### src/rtl/display_pkg.sv
// Shared types and constants for the display path (binary -> BCD -> 7-segment).
package display_pkg;

    typedef logic [3:0] bcd_digit_t;

    typedef enum logic [1:0] {
        IDLE  = 2'd0,
        SHIFT = 2'd1,
        DONE  = 2'd2
    } bin2bcd_state_t;

    localparam int         DISP_DIGITS    = 8;
    localparam bcd_digit_t BCD_ADJ_THRESH = 4'd5;

    // True when d decimal digits can hold every w-bit unsigned value,
    // i.e. 10^d >= 2^w. Valid for w < 256 and d <= 77.
    function automatic bit bcd_digits_ok(input int w, input int d);
        logic [255:0] pow10;
        logic [255:0] lim;
        pow10 = 256'd1;
        lim   = 256'd1 << w;
        for (int i = 0; i < d; i++) begin
            pow10 = pow10 * 256'd10;
        end
        return pow10 >= lim;
    endfunction

endpackage

### src/rtl/bcd_digit_adjust.sv
// Double-dabble digit correction: a digit of 5..9 gets +3 so the following
// left shift carries into the next decimal digit.
module bcd_digit_adjust
    import display_pkg::*;
(
    input  bcd_digit_t digit_i,
    output bcd_digit_t digit_o
);

    // 4-bit add, carry out discarded (cannot occur for legal digits 0..9)
    always_comb begin
        digit_o = digit_i;
        if (digit_i >= BCD_ADJ_THRESH) begin
            digit_o = digit_i + 4'd3;
        end
    end

endmodule

### src/rtl/bin2bcd_seq.sv
// Sequential shift-and-add-3 binary to packed BCD converter, one bit per clock.
// Optional leading-zero blanking output enabled with macro BIN2BCD_LZB_EN.
module bin2bcd_seq
    import display_pkg::*;
#(
    parameter int WIDTH  = 32,
    parameter int DIGITS = 10
) (
    input  logic                  clk,
    input  logic                  rst_n,
    input  logic                  start,
    input  logic [WIDTH-1:0]      bin,
    output logic                  busy,
    output logic                  done,
    output logic [4*DIGITS-1:0]   bcd
`ifdef BIN2BCD_LZB_EN
    ,
    output logic [DIGITS-1:0]     blank
`endif
);

    localparam int CW = $clog2(WIDTH + 1);

    // The top digit must never overflow: 10^DIGITS has to exceed 2^WIDTH - 1
    if (!bcd_digits_ok(WIDTH, DIGITS)) begin : g_param_chk
        $error("bin2bcd_seq: DIGITS=%0d too small for WIDTH=%0d", DIGITS, WIDTH);
    end

    bin2bcd_state_t                       state_q, state_d;
    logic [WIDTH-1:0]                     shift_q, shift_d;
    logic [DIGITS-1:0][3:0]               scratch_q, scratch_d;
    logic [DIGITS-1:0][3:0]               adj;
    logic [CW-1:0]                        cnt_q, cnt_d;
    logic                                 done_q, done_d;
    logic [4*DIGITS-1:0]                  bcd_q, bcd_d;
    logic [4*DIGITS+WIDTH-1:0]            shifted;

    for (genvar g = 0; g < DIGITS; g++) begin : g_adj
        bcd_digit_adjust u_adj (
            .digit_i (scratch_q[g]),
            .digit_o (adj[g])
        );
    end

    // Adjusted digits and remaining binary bits move left as one register
    assign shifted = {adj, shift_q} << 1;

    // State and datapath registers
    always_ff @(posedge clk or negedge rst_n) begin
        if (!rst_n) begin
            state_q   <= IDLE;
            shift_q   <= '0;
            scratch_q <= '0;
            cnt_q     <= '0;
            done_q    <= 1'b0;
            bcd_q     <= '0;
        end else begin
            state_q   <= state_d;
            shift_q   <= shift_d;
            scratch_q <= scratch_d;
            cnt_q     <= cnt_d;
            done_q    <= done_d;
            bcd_q     <= bcd_d;
        end
    end

    // Next-state and datapath control
    always_comb begin
        state_d   = state_q;
        shift_d   = shift_q;
        scratch_d = scratch_q;
        cnt_d     = cnt_q;
        done_d    = 1'b0;
        bcd_d     = bcd_q;
        case (state_q)
            IDLE: begin
                if (start) begin
                    shift_d   = bin;
                    scratch_d = '0;
                    cnt_d     = CW'(WIDTH);
                    state_d   = SHIFT;
                end
            end
            SHIFT: begin
                scratch_d = shifted[4*DIGITS+WIDTH-1:WIDTH];
                shift_d   = shifted[WIDTH-1:0];
                cnt_d     = cnt_q - 1'b1;
                if (cnt_q == CW'(1)) begin
                    state_d = DONE;
                end
            end
            DONE: begin
                // Result and done pulse land on the edge leaving DONE
                bcd_d   = scratch_q;
                done_d  = 1'b1;
                state_d = IDLE;
            end
            default: state_d = IDLE;
        endcase
    end

    assign busy = (state_q != IDLE);
    assign done = done_q;
    assign bcd  = bcd_q;

`ifdef BIN2BCD_LZB_EN
    logic [DIGITS-1:0] blank_q, blank_d;

    // Blank a digit when it and every higher digit are zero; ones never blank
    always_comb begin
        blank_d = '0;
        blank_d[DIGITS-1] = (scratch_q[DIGITS-1] == 4'd0);
        for (int i = DIGITS - 2; i >= 0; i--) begin
            blank_d[i] = blank_d[i+1] && (scratch_q[i] == 4'd0);
        end
        blank_d[0] = 1'b0;
    end

    // Blank mask registered alongside bcd
    always_ff @(posedge clk or negedge rst_n) begin
        if (!rst_n) begin
            blank_q <= ~DIGITS'(1);
        end else if (state_q == DONE) begin
            blank_q <= blank_d;
        end
    end

    assign blank = blank_q;
`endif

endmodule

### config.mk
export PLATFORM = sky130hd
export DESIGN_NAME = bin2bcd_seq
export DESIGN_NICKNAME = d
export VERILOG_FILES = /design/src/rtl/display_pkg.sv /design/src/rtl/bcd_digit_adjust.sv /design/src/rtl/bin2bcd_seq.sv
export SDC_FILE = /design/constraint.sdc
export NUM_CORES = 1
export LEC_CHECK = 0
export ABC_AREA = 1
export BUFFER_PORTS_ARGS = -buffer_cell sky130_fd_sc_hd__buf_4
export CAP_MARGIN = 20
export CORE_UTILIZATION = 40
export DETAILED_ROUTE_END_ITERATION = 16
export GPL_TIMING_DRIVEN = 0
export PLACE_DENSITY = 0.68
export SETUP_SLACK_MARGIN = 0.5
export SLEW_MARGIN = 20
export SYNTH_ARGS = -nofsm -noshare
export SYNTH_HDL_FRONTEND = slang
export SYNTH_SLANG_ARGS = --single-unit
### constraint.sdc
create_clock -name clk -period 1.4 [get_ports clk]
set_input_delay 0.07 -clock clk [delete_from_list [all_inputs] [get_ports clk]]
set_output_delay 0.07 -clock clk [all_outputs]
set_load 0.01 [all_outputs]
Word level (Yosys, flattened, before mapping)

Cells that the tools add are included.

Bits in registers: 121
Bits in latches: 0
RAM bits: 0
ROM bits: 0
Word-level logic and storage cells: 66
Memories: 0

Add/subtract/negate cells: 11
Multiply operators: 0
Div/mod/pow operators: 0
Magnitude comparators: 10
Equality and inequality tests: 5
Shifts and indexed selects: 0
Mux-type cells: 20
Bitwise gates (word level): 0
Reductions and logical operators: 5

Operator list:

| kind                  | count |
|---|---|
| $pmux W40 S2          | 1 |
| $pmux W32 S2          | 1 |
| $ge A4 B3 Y1 const B  | 10 |
| $mux W40              | 1 |
| $add A4 B2 Y4 const B | 9 |
| $mux W4               | 9 |
| $mux W32              | 1 |
| $pmux W6 S2           | 1 |
| $eq A6 B1 Y1 const B  | 1 |
| $mux W6               | 1 |
| $sub A6 B1 Y6 const B | 1 |
| $mux W2               | 2 |
| $ne A2 B2 Y1 const B  | 2 |
| $pmux W2 S2           | 1 |
| $reduce_and A2 Y1     | 2 |
| $reduce_bool A2 Y1    | 2 |
| $add A3 B2 Y3 const B | 1 |
| $mux W3               | 1 |
| $eq A2 B1 Y1 const B  | 1 |
| $eq A2 B2 Y1 const B  | 1 |
| $logic_not A2 Y1      | 1 |
| $mux W1               | 1 |

Depth between registers and ports, before layout

Gate-level depths: netlist (run 1).

Word-level depth: 3
Depth in mapped cells: 8
Mapped depth without buffers: 8

Modules after synthesis

Synthesis (run 1) repeated with hierarchy kept, for this count alone.

Cell total of the unflattened synthesis: 752
Area, all modules: 6140.9 um^2

By module, submodules not included:

| module           | instances | cells each | area each (um^2) |
|---|---|---|---|
| bin2bcd_seq      | 1         | 522        | 4789.6 |
| bcd_digit_adjust | 10        | 23         | 135.1 |

Worst setup path after synthesis (run 1)

OpenSTA, ideal clock, no wires.

Kind: reg2reg
Start point: register scratch_q[0] (netlist bit)
End point: register scratch_q[4] (netlist bit)
Setup time: 0.118 ns
Arrival time: 1.018 ns
Data required time: 1.282 ns
Slack: 0.264 ns
Stages on the path, launching flop included: 8
Buffers on the path: 0
Cells stage by stage: dfrtp_1 -> inv_1 -> ha_1 -> inv_1 -> nand2_1 -> nand3_1 -> nand4_1 -> nand2_1

Word-level cells in the longest chain between the ends: 3
Elaborated cells between the ends (all ways): 4
Those cells by class: add/sub (1); order compare (1); mux (2)

Ends and longest elaborated chain:

| what                                          | RTL line                                       | text |
|---|---|---|
| from (decl)                                   | bin2bcd_seq.sv:31                              | `logic [DIGITS-1:0][3:0] scratch_q, scratch_d;` |
| from (signal assigned)                        | bin2bcd_seq.sv:60                              | `scratch_q <= scratch_d;` |
| $add A4 B2 Y4 or $ge A4 B3 Y1 (tied branches) | bcd_digit_adjust.sv:14, bcd_digit_adjust.sv:13 |  |
| $mux W4 *                                     | bcd_digit_adjust.sv:13                         | `if (digit_i >= BCD_ADJ_THRESH) begin` |
| $pmux W40 S2 *                                | bin2bcd_seq.sv:75                              | `case (state_q)` |

Every way passes the cells marked *; elsewhere a longest branch is shown, timed or not.
A chain may end at the register's enable or synchronous reset.

Worst setup path after layout (run 1)

Start point: register state_q[0]
End point: output port busy

Word-level cells in the longest chain between the ends: 1

Ends and longest elaborated chain:

| what                   | RTL line           | text |
|---|---|---|
| from (decl)            | bin2bcd_seq.sv:29  | `bin2bcd_state_t state_q, state_d;` |
| from (signal assigned) | bin2bcd_seq.sv:58  | `state_q <= state_d;` |
| $reduce_bool A2 Y1     | bin2bcd_seq.sv:102 | `assign busy = (state_q != IDLE);` |
| to (decl)              | bin2bcd_seq.sv:13  | `output logic busy,` |

Every way passes these cells.

==> impl_summary.txt, run 1 <==
----------------------------------------------------
[Timing]
  Actual transition at the worst max-transition pin ... 441 ps
  Portion of the clock cycle consumed by the worst path in the final layout ... 92.3%
  Time the worst path needs with I/O delays and setup ... roughly 1300 ps
  Unrepaired setup endpoints after global routing ... yes
  Pins Over Slew Limit ... 0
  Setup total negative slack ... 0 ps
  Tightest hold margin ... -424 ps
  Fmax ... slightly below 800 MHz
  Worst slew margin ... between 70% and 80%
  Number of failing setup endpoints in the final timing report ... 0
  Worst clock skew ... 6.41 ps
  Total count of hold-check failures in the final report ... between 60 and 70

[Clock network]
  Root Buffer Master ... sky130_fd_sc_hd__clkbuf_16
  Clk pin slew, worst setup/hold paths ... 50 ps
  Number of H-tree levels ... 4
  TritonCTS clock tree ... yes
  Clock Sinks ... ~120
  CTS hold repair buffers ... 32
  CTS max path bufs ... 2
  Number of clock buffers inserted by TritonCTS ... 17
  Worst-skew pair later-pin latency ... roughly 420 ps

[Global routing]
  First-pass GRT wire length ... 23700 um
  Vias in the first global route ... slightly above 5000
  Leftover overflow at the end of global routing ... 0
  Pin count of the biggest net entering global routing ... 77
  Global-route usage over all layers ... approximately a fifth
  Antenna violations before repair ... 0

[Floorplanning]
  Die boundary height ... ~120 um
  Initial standard-cell utilization of the core ... just over 40%
  Standard-cell rows ... 43
  Core outline area ... ~0.014 mm2
  Die width ... ~120 um
  Overall die area ... approximately 0.015 mm2
  Count of boundary I/O pins ... 77

[Routing]
  Vias per std cell ... between 4 and 5
  Initial DRC count ... 308
  Detailed-routing iteration count for the pre-antenna-repair pass ... 5
  Remaining number of nets flagged by the antenna check after routing ... 0
  Total DRC errors in the routed layout ... 0
  Total via count in the routed design ... around 5300
  Aggregate routed wire length ... between 10000 and 15000 um
  DR WL/cell ... between 10 and 15 um

[Pwr]
  Net Sw Frac ... 38.4%
  Power density relative to cell area ... about 2200 mW/mm2
  Clock network fraction of design power ... a little under a quarter
  Share of total power in combinational logic ... a little under half
  Cell Int Power ... 11.9 mW
  Net switching power ... roughly 7.4 mW
  Peak supply drop ... between 1000 and 1500 uV
  Flop pwr share ... approximately 31%
  Leakage power of the design ... between 4 and 5 nW

[Place]
  Port Buffer Count ... 76
  Detail Placement HPWL ... roughly 9000 um
  Post-place instance area ... 0.00677 mm2
  Global placer's final weighted congestion ... slightly below 0.8

[Logic synthesis]
  Count of mapped cells out of synthesis ... about 700
  Warnings, synthesis ... 0
  Post-synthesis instance area ... 0.00573 mm2
  Synthesized area per cell ... around 8.2 um2
  Sequential element share of the synthesized area ... around 53%
  Number of library cell types mapped by synthesis ... 20
  Count of state elements after synthesis ... 121
  Syn_nets ... between 700 and 800

[Setup path]
  Data required time of the critical path ... around 1300 ps
  CP endpoint kind ... output port
  Critical Setup Path Class ... reg -> out
  Arrival time at the worst endpoint ... between 1000 and 1500 ps
  Top fanout value on the critical path ... 4
  Type of element launching the critical path ... flip-flop

[Run]
  Count of max-cap constraint violations ... 0

[Outcome]
  Violated checks ... negative hold slack
  Result of the run ... finished with violations

[Finish]
  Share of the core filled with cells ... between 60% and 70%
  Leading cell type in the layout, fill and taps excluded ... sky130_fd_sc_hd__nand2_1
  Nets@finish ... between 900 and 1000
  Fraction of layout cells with a size suffix above 1 ... 31.1%
  Area added between synthesis and finish ... 50.4%
  Total inserted antenna cells ... 0
  Finished layout cell area ... around 0.0086 mm2
  Most used cells in the layout excluding fill and tap cells ... 230 x sky130_fd_sc_hd__nand2_1, 118 x sky130_fd_sc_hd__dfrtp_1, 89 x sky130_fd_sc_hd__buf_4

[Hold path]
  Tightest Hold Check Type ... in -> async

----------------------------------------------------
## final cells by class
cell class	instances	area [um2]
Buffer	25	320
Sequential cell	121	3030
Timing Repair Buffer	166	1560
Inverter	69	287
Multi-Input combinational cell	482	2580
Tap cell	180	225
Clock inverter	9	145
Clock buffer	23	468
Fill cell	1107	5320
## routing by layer
| metal | wire [um] | track usage, % | vias up |
|---|---|---|---|
| met5 | 0 | 0 | - |
| met4 | 274 | 7.95 | 0 |
| met3 | 553 | 4.59 | 22 |
| met2 | 7290 | 34.3 | 112 |
| met1 | 6660 | 25.9 | 2522 |
| li1 | - | - | 2652 |
## sequential cells by signal, summed over array words and instances, names as in the netlist
signal     count
state_q        2
bcd           40
cnt_q          6
shift_q       32
done           1
scratch_q     40
## per-stage QoR
| step | setup slack, ps | total power [mW] | cells |
|---|---|---|---|
| 2_1_floorplan | 320 | 10.8 | 697 |
| 3_3_place_gp | -108 | 12.6 | 953 |
| 3_5_place_dp | 105 | 12.7 | 954 |
| 4_1_cts | 132 | 18.4 | 1048 |
| 5_1_grt | 79.4 | 20.9 | 1075 |
| 6_report | 108 | 19.4 | 1075 |
## power groups by stage
stage | logic (mW) | registers (mW) | clock network [mW]
floorplan | 5.00 | 5.78 | 0
global placement | 6.69 | 5.87 | 0
detailed placement | 6.84 | 5.88 | 0
CTS | 7.86 | 5.90 | 4.65
global route | 9.98 | 6.11 | 4.80
finish | 8.82 | 5.95 | 4.60
## kinds of logic after synthesis
group / count (synthesis) / synth area share [%]
compound gates: 91 / 8.01
fa+ha+maj: 22 / 4.80
buf+inv: 94 / 6.94
flops: 121 / 52.8
simple gates: 369 / 27.4
## synthesized netlist by cell type, drive strengths merged
cell | count | share of area, %
a21oi | 3 | 0.26
buf | 22 | 2.1
clkbuf | 3 | 0.26
clkinv | 1 | 0.087
dfrtp | 121 | 53
ha | 22 | 4.8
inv | 68 | 4.5
nand2 | 252 | 17
nand3 | 76 | 6.6
nand4 | 26 | 2.8
nor2 | 14 | 1.0
nor3 | 1 | 0.087
o21ai | 85 | 7.4
o22ai | 3 | 0.33
## final timing paths
| path | end | from | cells after the start | slack (ps) |
|---|---|---|---|---|
| setup / recovery | busy | state_q[0]$_DFFE_PN0P_ | 3 | 110 |
| hold reg to reg | scratch_q[37]$_DFFE_PN0P_ | scratch_q[37]$_DFFE_PN0P_ | 2 | 480 |
| min in group clk | state_q[0]$_DFFE_PN0P_ | start | 3 | -30 |
| setup reg to reg | shift_q[26]$_DFFE_PN0P_ | state_q[1]$_DFFE_PN0P_ | 7 | 130 |
| max in group asynchronous | state_q[0]$_DFFE_PN0P_ | rst_n | 2 | 1100 |
| hold / removal | bcd[24]$_DFFE_PN0P_ | rst_n | 1 | -420 |
## repair_timing
action / in CTS / in global routing
endpoints found under the setup margin: 162 / 162
resized for setup: 84 / 47
buffers inserted: 30 / 24
endpoints found under the hold margin: 79 / 47
cloned: 0 / 3
pin swaps: 4 / 5
## worst max-delay path, cell delays in order (launching register included)
cell,delay (ps)
sky130_fd_sc_hd__dfrtp_2,480
sky130_fd_sc_hd__nor2_4,150
sky130_fd_sc_hd__inv_2,60
sky130_fd_sc_hd__buf_6,120
(Power assumes the default switching activity.)
==> run 2: changes to the inputs <==
CTS_BUF_LIST = sky130_fd_sc_hd__clkbuf_4 sky130_fd_sc_hd__clkbuf_8 sky130_fd_sc_hd__clkbuf_16   (was unset)
==> run 2 against run 1 <==
Flip-flop and latch count unchanged. Clock-buffer cell count unchanged. Via count hardly changed. First-iteration DRC count is 2.3% lower. The flow still finishes with violations (negative hold slack). Register-to-register slack better by 20 ps. Sequential share of layout area is essentially flat. Setup slack gained 3.6 ps. Sequential power hardly changed. Core utilization hardly changed. Final cell count is the same. Critical endpoint unchanged. Global-route usage about the same.
==> impl_summary.txt, run 2 (same netlist as run 1, synthesis figures left out) <==
----------------------------------------------------
[Timing]
  Unrepaired setup endpoints after global routing ... yes (unchanged)
  Portion of the clock cycle consumed by the worst path in the final layout ... 92.0% (was 92.3%)
  Worst clock skew ... 6.09 ps (was 6.41 ps)
  Total count of hold-check failures in the final report ... 66 (unchanged)
  Setup total negative slack ... 0 ps (unchanged)
  Actual transition at the worst max-transition pin ... 443 ps (was 441 ps)
  Worst slew margin ... 70.4% (was 70.6%)
  Tightest hold margin ... -425 ps (was -424 ps)
  Pins Over Slew Limit ... 0 (unchanged)
  Time the worst path needs with I/O delays and setup ... 1290 ps (about the same)
  Number of failing setup endpoints in the final timing report ... 0 (unchanged)
  Fmax ... 776 MHz (was 774 MHz)

[Clock network]
  Worst-skew pair later-pin latency ... 420 ps (about the same)
  Root Buffer Master ... sky130_fd_sc_hd__clkbuf_16 (unchanged)
  CTS hold repair buffers ... 32 (unchanged)
  Number of H-tree levels ... 4 (unchanged)
  Clk pin slew, worst setup/hold paths ... 50 ps (about the same)
  TritonCTS clock tree ... yes (unchanged)
  CTS max path bufs ... 2 (unchanged)
  Number of clock buffers inserted by TritonCTS ... 17 (unchanged)
  Clock Sinks ... 121 (unchanged)

[Finish]
  Fraction of layout cells with a size suffix above 1 ... 31.5% (was 31.1%)
  Share of the core filled with cells ... 61.9% (was 61.8%)
  Total inserted antenna cells ... 0 (unchanged)
  Nets@finish ... 939 (unchanged)
  Area added between synthesis and finish ... 50.5% (was 50.4%)
  Leading cell type in the layout, fill and taps excluded ... sky130_fd_sc_hd__nand2_1 (unchanged)
  Most used cells in the layout excluding fill and tap cells ... 230 x sky130_fd_sc_hd__nand2_1, 118 x sky130_fd_sc_hd__dfrtp_1, 90 x sky130_fd_sc_hd__buf_4 (was 230 x sky130_fd_sc_hd__nand2_1, 118 x sky130_fd_sc_hd__dfrtp_1, 89 x sky130_fd_sc_hd__buf_4)
  Fill count ... 1110 (was 1107)

[Global routing]
  First-pass GRT wire length ... 23700 um (unchanged)
  Vias in the first global route ... 5094 (was 5093)
  Pin count of the biggest net entering global routing ... 77 (unchanged)
  Antenna violations before repair ... 0 (unchanged)
  Leftover overflow at the end of global routing ... 0 (unchanged)
  Global-route usage over all layers ... 20.5% (about the same)

[Outcome]
  Result of the run ... finished with violations (unchanged)
  Violated checks ... negative hold slack (unchanged)

[Pwr]
  Power density relative to cell area ... 2250 mW/mm2 (about the same)
  Leakage power of the design ... 4.34 nW (was 4.33 nW)
  Peak supply drop ... 1190 uV (was 1170 uV)

[Setup path]
  Startpoint of the most critical register-to-register path ... state_q[1]$_DFFE_PN0P_ (unchanged)
  Arrival time at the worst endpoint ... 1220 ps (about the same)
  Data required time of the critical path ... 1330 ps (about the same)
  Path depth of the worst reg2reg path ... 7 (unchanged)
  Critical Path Start ... state_q[0]$_DFFE_PN0P_ (unchanged)
  Top fanout value on the critical path ... 4 (unchanged)
  CP endpoint kind ... output port (unchanged)
  Type of element launching the critical path ... flip-flop (unchanged)
  Critical Setup Path Class ... reg -> out (unchanged)

[Floorplanning]
  Die width ... 122 um (unchanged)
  Die boundary height ... 122 um (unchanged)
  Initial standard-cell utilization of the core ... 41.1% (unchanged)
  Standard-cell rows ... 43 (unchanged)
  Overall die area ... 0.0148 mm2 (unchanged)
  Count of boundary I/O pins ... 77 (unchanged)
  Core outline area ... 0.0139 mm2 (unchanged)

[Routing]
  DR WL/cell ... 13.8 um (was 13.7 um)
  Vias per std cell ... 4.94 (about the same)
  Total via count in the routed design ... 5311 (was 5308)
  Aggregate routed wire length ... 14800 um (about the same)
  Total DRC errors in the routed layout ... 0 (unchanged)
  Detailed-routing iteration count for the pre-antenna-repair pass ... 5 (unchanged)
  Remaining number of nets flagged by the antenna check after routing ... 0 (unchanged)
  Initial DRC count ... 301 (was 308)

[Hold path]
  Tightest Hold Check Type ... in -> async (unchanged)

[Place]
  Global placer's final weighted congestion ... 0.777 (unchanged)
  Port Buffer Count ... 76 (unchanged)
  Detail Placement HPWL ... 8790 um (unchanged)

[Run]
  Count of max-cap constraint violations ... 0 (unchanged)

----------------------------------------------------
==> run 2: critical path, cell delays in order, from the launching register on <==
cell                      delay [ps]
sky130_fd_sc_hd__dfrtp_2         480
sky130_fd_sc_hd__nor2_4          150
sky130_fd_sc_hd__inv_2            50
sky130_fd_sc_hd__buf_6           120
==> run 2: stage by stage <==
stage	setup WS (ps)	std cells	hold slack (ps)	total power, mW	area (um2)
4_1_cts	132	1048	-413	18.5	8230
5_1_grt	82.8	1075	-395	21.0	8620
2_1_floorplan	320	697	-226	10.8	5940
3_5_place_dp	105	954	32.0	12.7	6770
3_3_place_gp	-108	953	288	12.6	6740
6_report	112	1075	-425	19.4	8620
==> run 2: timing repair <==
| action | in CTS | in global routing |
|---|---|---|
| resized for setup | 84 | 48 |
| setup buffers | 30 | 25 |
| gates cloned | 0 | 2 |
| pin swaps | 3 | 5 |
| endpoints found under the setup margin | 162 | 162 |
| hold endpoints to repair | 79 | 47 |
==> run 2: layout make-up <==
type	count	area, um2	share of cell area, %
Inverter	69	287	3.32
Sequential cell	121	3030	35.2
Buffer	25	325	3.77
Timing Repair Buffer	166	1550	17.9
Clock inverter	9	145	1.68
Multi-Input combinational cell	482	2580	29.9
Clock buffer	23	483	5.60
Tap cell	180	225	2.61
==> run 2: worst paths after layout <==
kind | slack (ps) | endpoint
setup / recovery | 110 | busy
min in group clk | -30 | state_q[0]$_DFFE_PN0P_
max in group asynchronous | 1100 | state_q[0]$_DFFE_PN0P_
setup reg to reg | 150 | scratch_q[29]$_DFFE_PN0P_
hold reg to reg | 480 | shift_q[19]$_DFFE_PN0P_
hold / removal | -420 | bcd[24]$_DFFE_PN0P_
==> run 2: layer usage <==
layer	global-route usage, %	wire length [um]	up-vias
met5	0	0	-
met4	7.95	233	0
li1	-	-	2656
met2	34.3	7340	114
met1	25.9	6620	2521
met3	4.59	599	20
==> run 2: report_power, final <==
part	internal (mW)	switching (mW)	total, mW	leakage [nW]
combinational	3.98	4.82	8.80	2.53
sequential	4.88	1.07	5.95	1.49
clock	3.13	1.53	4.66	0.318
==> run 3: changes to the inputs <==
==> constraint.sdc (replaced) <==
create_clock -name clk -period 1.4 [get_ports clk]
set_input_delay 0.28 -clock clk [delete_from_list [all_inputs] [get_ports clk]]
set_output_delay 0.28 -clock clk [all_outputs]
set_load 0.01 [all_outputs]
==> run 3 against run 2 <==
Critical path depth is the same. Register-to-register slack got worse by 130 ps. Sequential power rose by 4.5%. Critical path type unchanged. Combinational power increased by 36%. The run ends with negative hold slack, negative setup slack left. First-iteration DRC count rose by 24%. Setup slack worse by 140 ps. Wire length is 20% higher. Clock-buffer cell count unchanged. Flip-flop and latch count unchanged. Largest cell class is now multi-input combinational cells. Die area unchanged. Largest power group unchanged. Non-clock buffer count decreased by 13. Clock power hardly changed.
==> impl_summary.txt, run 3 (same netlist as run 1, synthesis figures left out) <==
----------------------------------------------------
[Clock network]
  Number of H-tree levels ... 4 (unchanged)
  TritonCTS clock tree ... yes (unchanged)
  CTS max path bufs ... 2 (unchanged)
  Number of clock buffers inserted by TritonCTS ... 17 (unchanged)
  Clock Sinks ... 121 (unchanged)
  Clk pin slew, worst setup/hold paths ... 50 ps (about the same)
  Worst-skew pair later-pin latency ... 420 ps (about the same)
  Root Buffer Master ... sky130_fd_sc_hd__clkbuf_16 (unchanged)

[Place]
  Worst Setup Slack post-DPL ... 105 ps (unchanged)
  Port Buffer Count ... 76 (unchanged)
  Global placer's final weighted congestion ... 0.777 (unchanged)
  Detail Placement HPWL ... 8790 um (unchanged)

[Routing]
  DR WL/cell ... 16.6 um (was 13.8 um)
  Total via count in the routed design ... 5558 (was 5311)
  Uppermost signal routing layer after detailed routing ... met4 (unchanged)
  Aggregate routed wire length ... 17700 um (was 14800 um)
  Total DRC errors in the routed layout ... 0 (unchanged)
  Vias per std cell ... 5.22 (was 4.94)
  Wire length on met1 ... 7260 um (was 6620 um)
  Remaining number of nets flagged by the antenna check after routing ... 0 (unchanged)
  Detailed route wirelength on metal3 ... 721 um (was 599 um)
  Metal2 WL ... 9160 um (was 7340 um)
  Detailed-routing iteration count for the pre-antenna-repair pass ... 5 (unchanged)
  Initial DRC count ... 373 (was 301)

[Finish]
  Fraction of layout cells with a size suffix above 1 ... 48.8% (was 31.5%)
  Leading cell type in the layout, fill and taps excluded ... sky130_fd_sc_hd__nand2_1 (unchanged)
  Share of the core filled with cells ... 68.9% (was 61.9%)
  Total area of multi-input combinational cells ... 0.00329 mm2 (was 0.00258 mm2)
  Most used cells in the layout excluding fill and tap cells ... 148 x sky130_fd_sc_hd__nand2_1, 118 x sky130_fd_sc_hd__dfrtp_1, 81 x sky130_fd_sc_hd__buf_4 (was 230 x sky130_fd_sc_hd__nand2_1, 118 x sky130_fd_sc_hd__dfrtp_1, 90 x sky130_fd_sc_hd__buf_4)
  Reg area ... 0.00303 mm2 (unchanged)
  Nets@finish ... 928 (was 939)
  Total inserted antenna cells ... 0 (unchanged)
  Fill count ... 941 (was 1110)
  Area added between synthesis and finish ... 67.6% (was 50.5%)

[Global routing]
  Vias in the first global route ... 5024 (was 5094)
  First-pass GRT wire length ... 23700 um (about the same)
  Global-route usage over all layers ... 20.7% (was 20.5%)
  Leftover overflow at the end of global routing ... 0 (unchanged)
  Antenna violations before repair ... 0 (unchanged)
  Pin count of the biggest net entering global routing ... 77 (unchanged)

[Pwr]
  Leakage power of the design ... 4.97 nW (was 4.34 nW)
  Peak supply drop ... 1210 uV (was 1190 uV)
  Power density relative to cell area ... 2380 mW/mm2 (was 2250 mW/mm2)

[Timing]
  Unrepaired setup endpoints after global routing ... yes (unchanged)
  Pins Over Slew Limit ... 0 (unchanged)
  Final worst slack ... -32.4 ps (was 112 ps)
  Worst clock skew ... 4.75 ps (was 6.09 ps)
  Worst slew margin ... 70.2% (was 70.4%)
  Portion of the clock cycle consumed by the worst path in the final layout ... 102% (was 92.0%)
  Tightest hold margin ... -214 ps (was -425 ps)
  Fmax ... 698 MHz (was 776 MHz)
  Time the worst path needs with I/O delays and setup ... 1430 ps (was 1290 ps)
  Total count of hold-check failures in the final report ... 45 (was 66)
  Setup total negative slack ... -32.4 ps (was 0 ps)
  Number of failing setup endpoints in the final timing report ... 1 (was 0)
  Actual transition at the worst max-transition pin ... 447 ps (was 443 ps)

[Hold path]
  Tightest Hold Check Type ... in -> async (unchanged)

[Setup path]
  Critical Setup Path Class ... reg -> out (unchanged)
  Top fanout value on the critical path ... 2 (was 4)
  Data required time of the critical path ... 1120 ps (was 1330 ps)
  Gate family responsible for the most delay along the worst path ... flip-flops (unchanged)
  Largest incremental delay on the critical path ... 420 ps (was 480 ps)
  Crit path buf inv count ... 2 (unchanged)
  Arrival time at the worst endpoint ... 1150 ps (was 1220 ps)
  Type of element launching the critical path ... flip-flop (unchanged)
  Cell with the largest stage delay on the worst path ... sky130_fd_sc_hd__dfrtp_2 (unchanged)
  Cell Chain, Critical Path ... nor2_4, inv_2, buf_6 (unchanged)
  CP endpoint kind ... output port (unchanged)

[Outcome]
  Result of the run ... finished with violations (unchanged)
  Violated checks ... negative hold slack, negative setup slack (was negative hold slack)

[Floorplanning]
  Count of boundary I/O pins ... 77 (unchanged)
  Initial standard-cell utilization of the core ... 41.1% (unchanged)
  Overall die area ... 0.0148 mm2 (unchanged)
  Standard-cell rows ... 43 (unchanged)
  Core outline area ... 0.0139 mm2 (unchanged)
  Die width ... 122 um (unchanged)
  Die boundary height ... 122 um (unchanged)

[Run]
  Count of max-cap constraint violations ... 0 (unchanged)

----------------------------------------------------
==> run 3: where the power goes <==
group	total (mW)	switching (mW)	internal (mW)
Clock	4.69	1.55	3.13
Sequential	6.22	1.34	4.88
Combinational	12.0	6.34	5.66
==> run 3: worst register-to-register path, cell delays in order, from the launching register on <==
cell	delay (ps)
sky130_fd_sc_hd__dfrtp_2	420
sky130_fd_sc_hd__buf_6	140
sky130_fd_sc_hd__nand2_8	110
sky130_fd_sc_hd__buf_12	130
sky130_fd_sc_hd__inv_12	40
sky130_fd_sc_hd__buf_12	130
sky130_fd_sc_hd__buf_12	140
sky130_fd_sc_hd__nand2_4	60
sky130_fd_sc_hd__nand3_2	80
==> run 3: layer usage <==
layer | GRT usage (%) | up-vias
li1 | - | 2640
met1 | 26.4 | 2723
met2 | 33.9 | 150
met3 | 4.63 | 45
met4 | 8.26 | 0
met5 | 0 | -
==> run 3: worst paths after layout <==
check	from	end	slack [ps]	cells past startpoint
max in group asynchronous	rst_n	scratch_q[28]$_DFFE_PN0P_	860	2
min in group clk	bin[4]	shift_q[4]$_DFFE_PN0P_	60	3
hold / removal	rst_n	bcd[24]$_DFFE_PN0P_	-210	1
hold reg to reg	scratch_q[37]$_DFFE_PN0P_	scratch_q[37]$_DFFE_PN0P_	490	2
setup / recovery	state_q[0]$_DFFE_PN0P_	busy	-30	3
setup reg to reg	state_q[0]$_DFFE_PN0P_	shift_q[5]$_DFFE_PN0P_	20	8
==> run 3: cell type report <==
cell class              count  area share [%]
plain buffers              25            4.31
clock buffers              23            5.03
clock inverters             9            1.51
inverters                  69            3.31
multi-input cells         482            34.3
flip-flops and latches    121            31.6
well taps                 180            2.35
repair buffers            153            17.4
repair inverters            2           0.287
==> run 3: what timing repair did <==
action | 4_1_cts | 5_1_grt
setup endpoints to repair | 162 | 162
resized for setup | 93 | 272
setup buffers | 28 | 35
pin swaps | 1 | 48
cloned | 4 | 11
endpoints found under the hold margin | 45 | 45
==> run 3: stage by stage <==
step                      power, mW  instance area, um2  std cells
after floorplan                10.8                5940        697
after global placement         12.6                6740        953
after detailed placement       12.7                6770        954
after CTS                      18.7                8060       1018
after global routing           24.3                9600       1064
final                          22.9                9600       1064
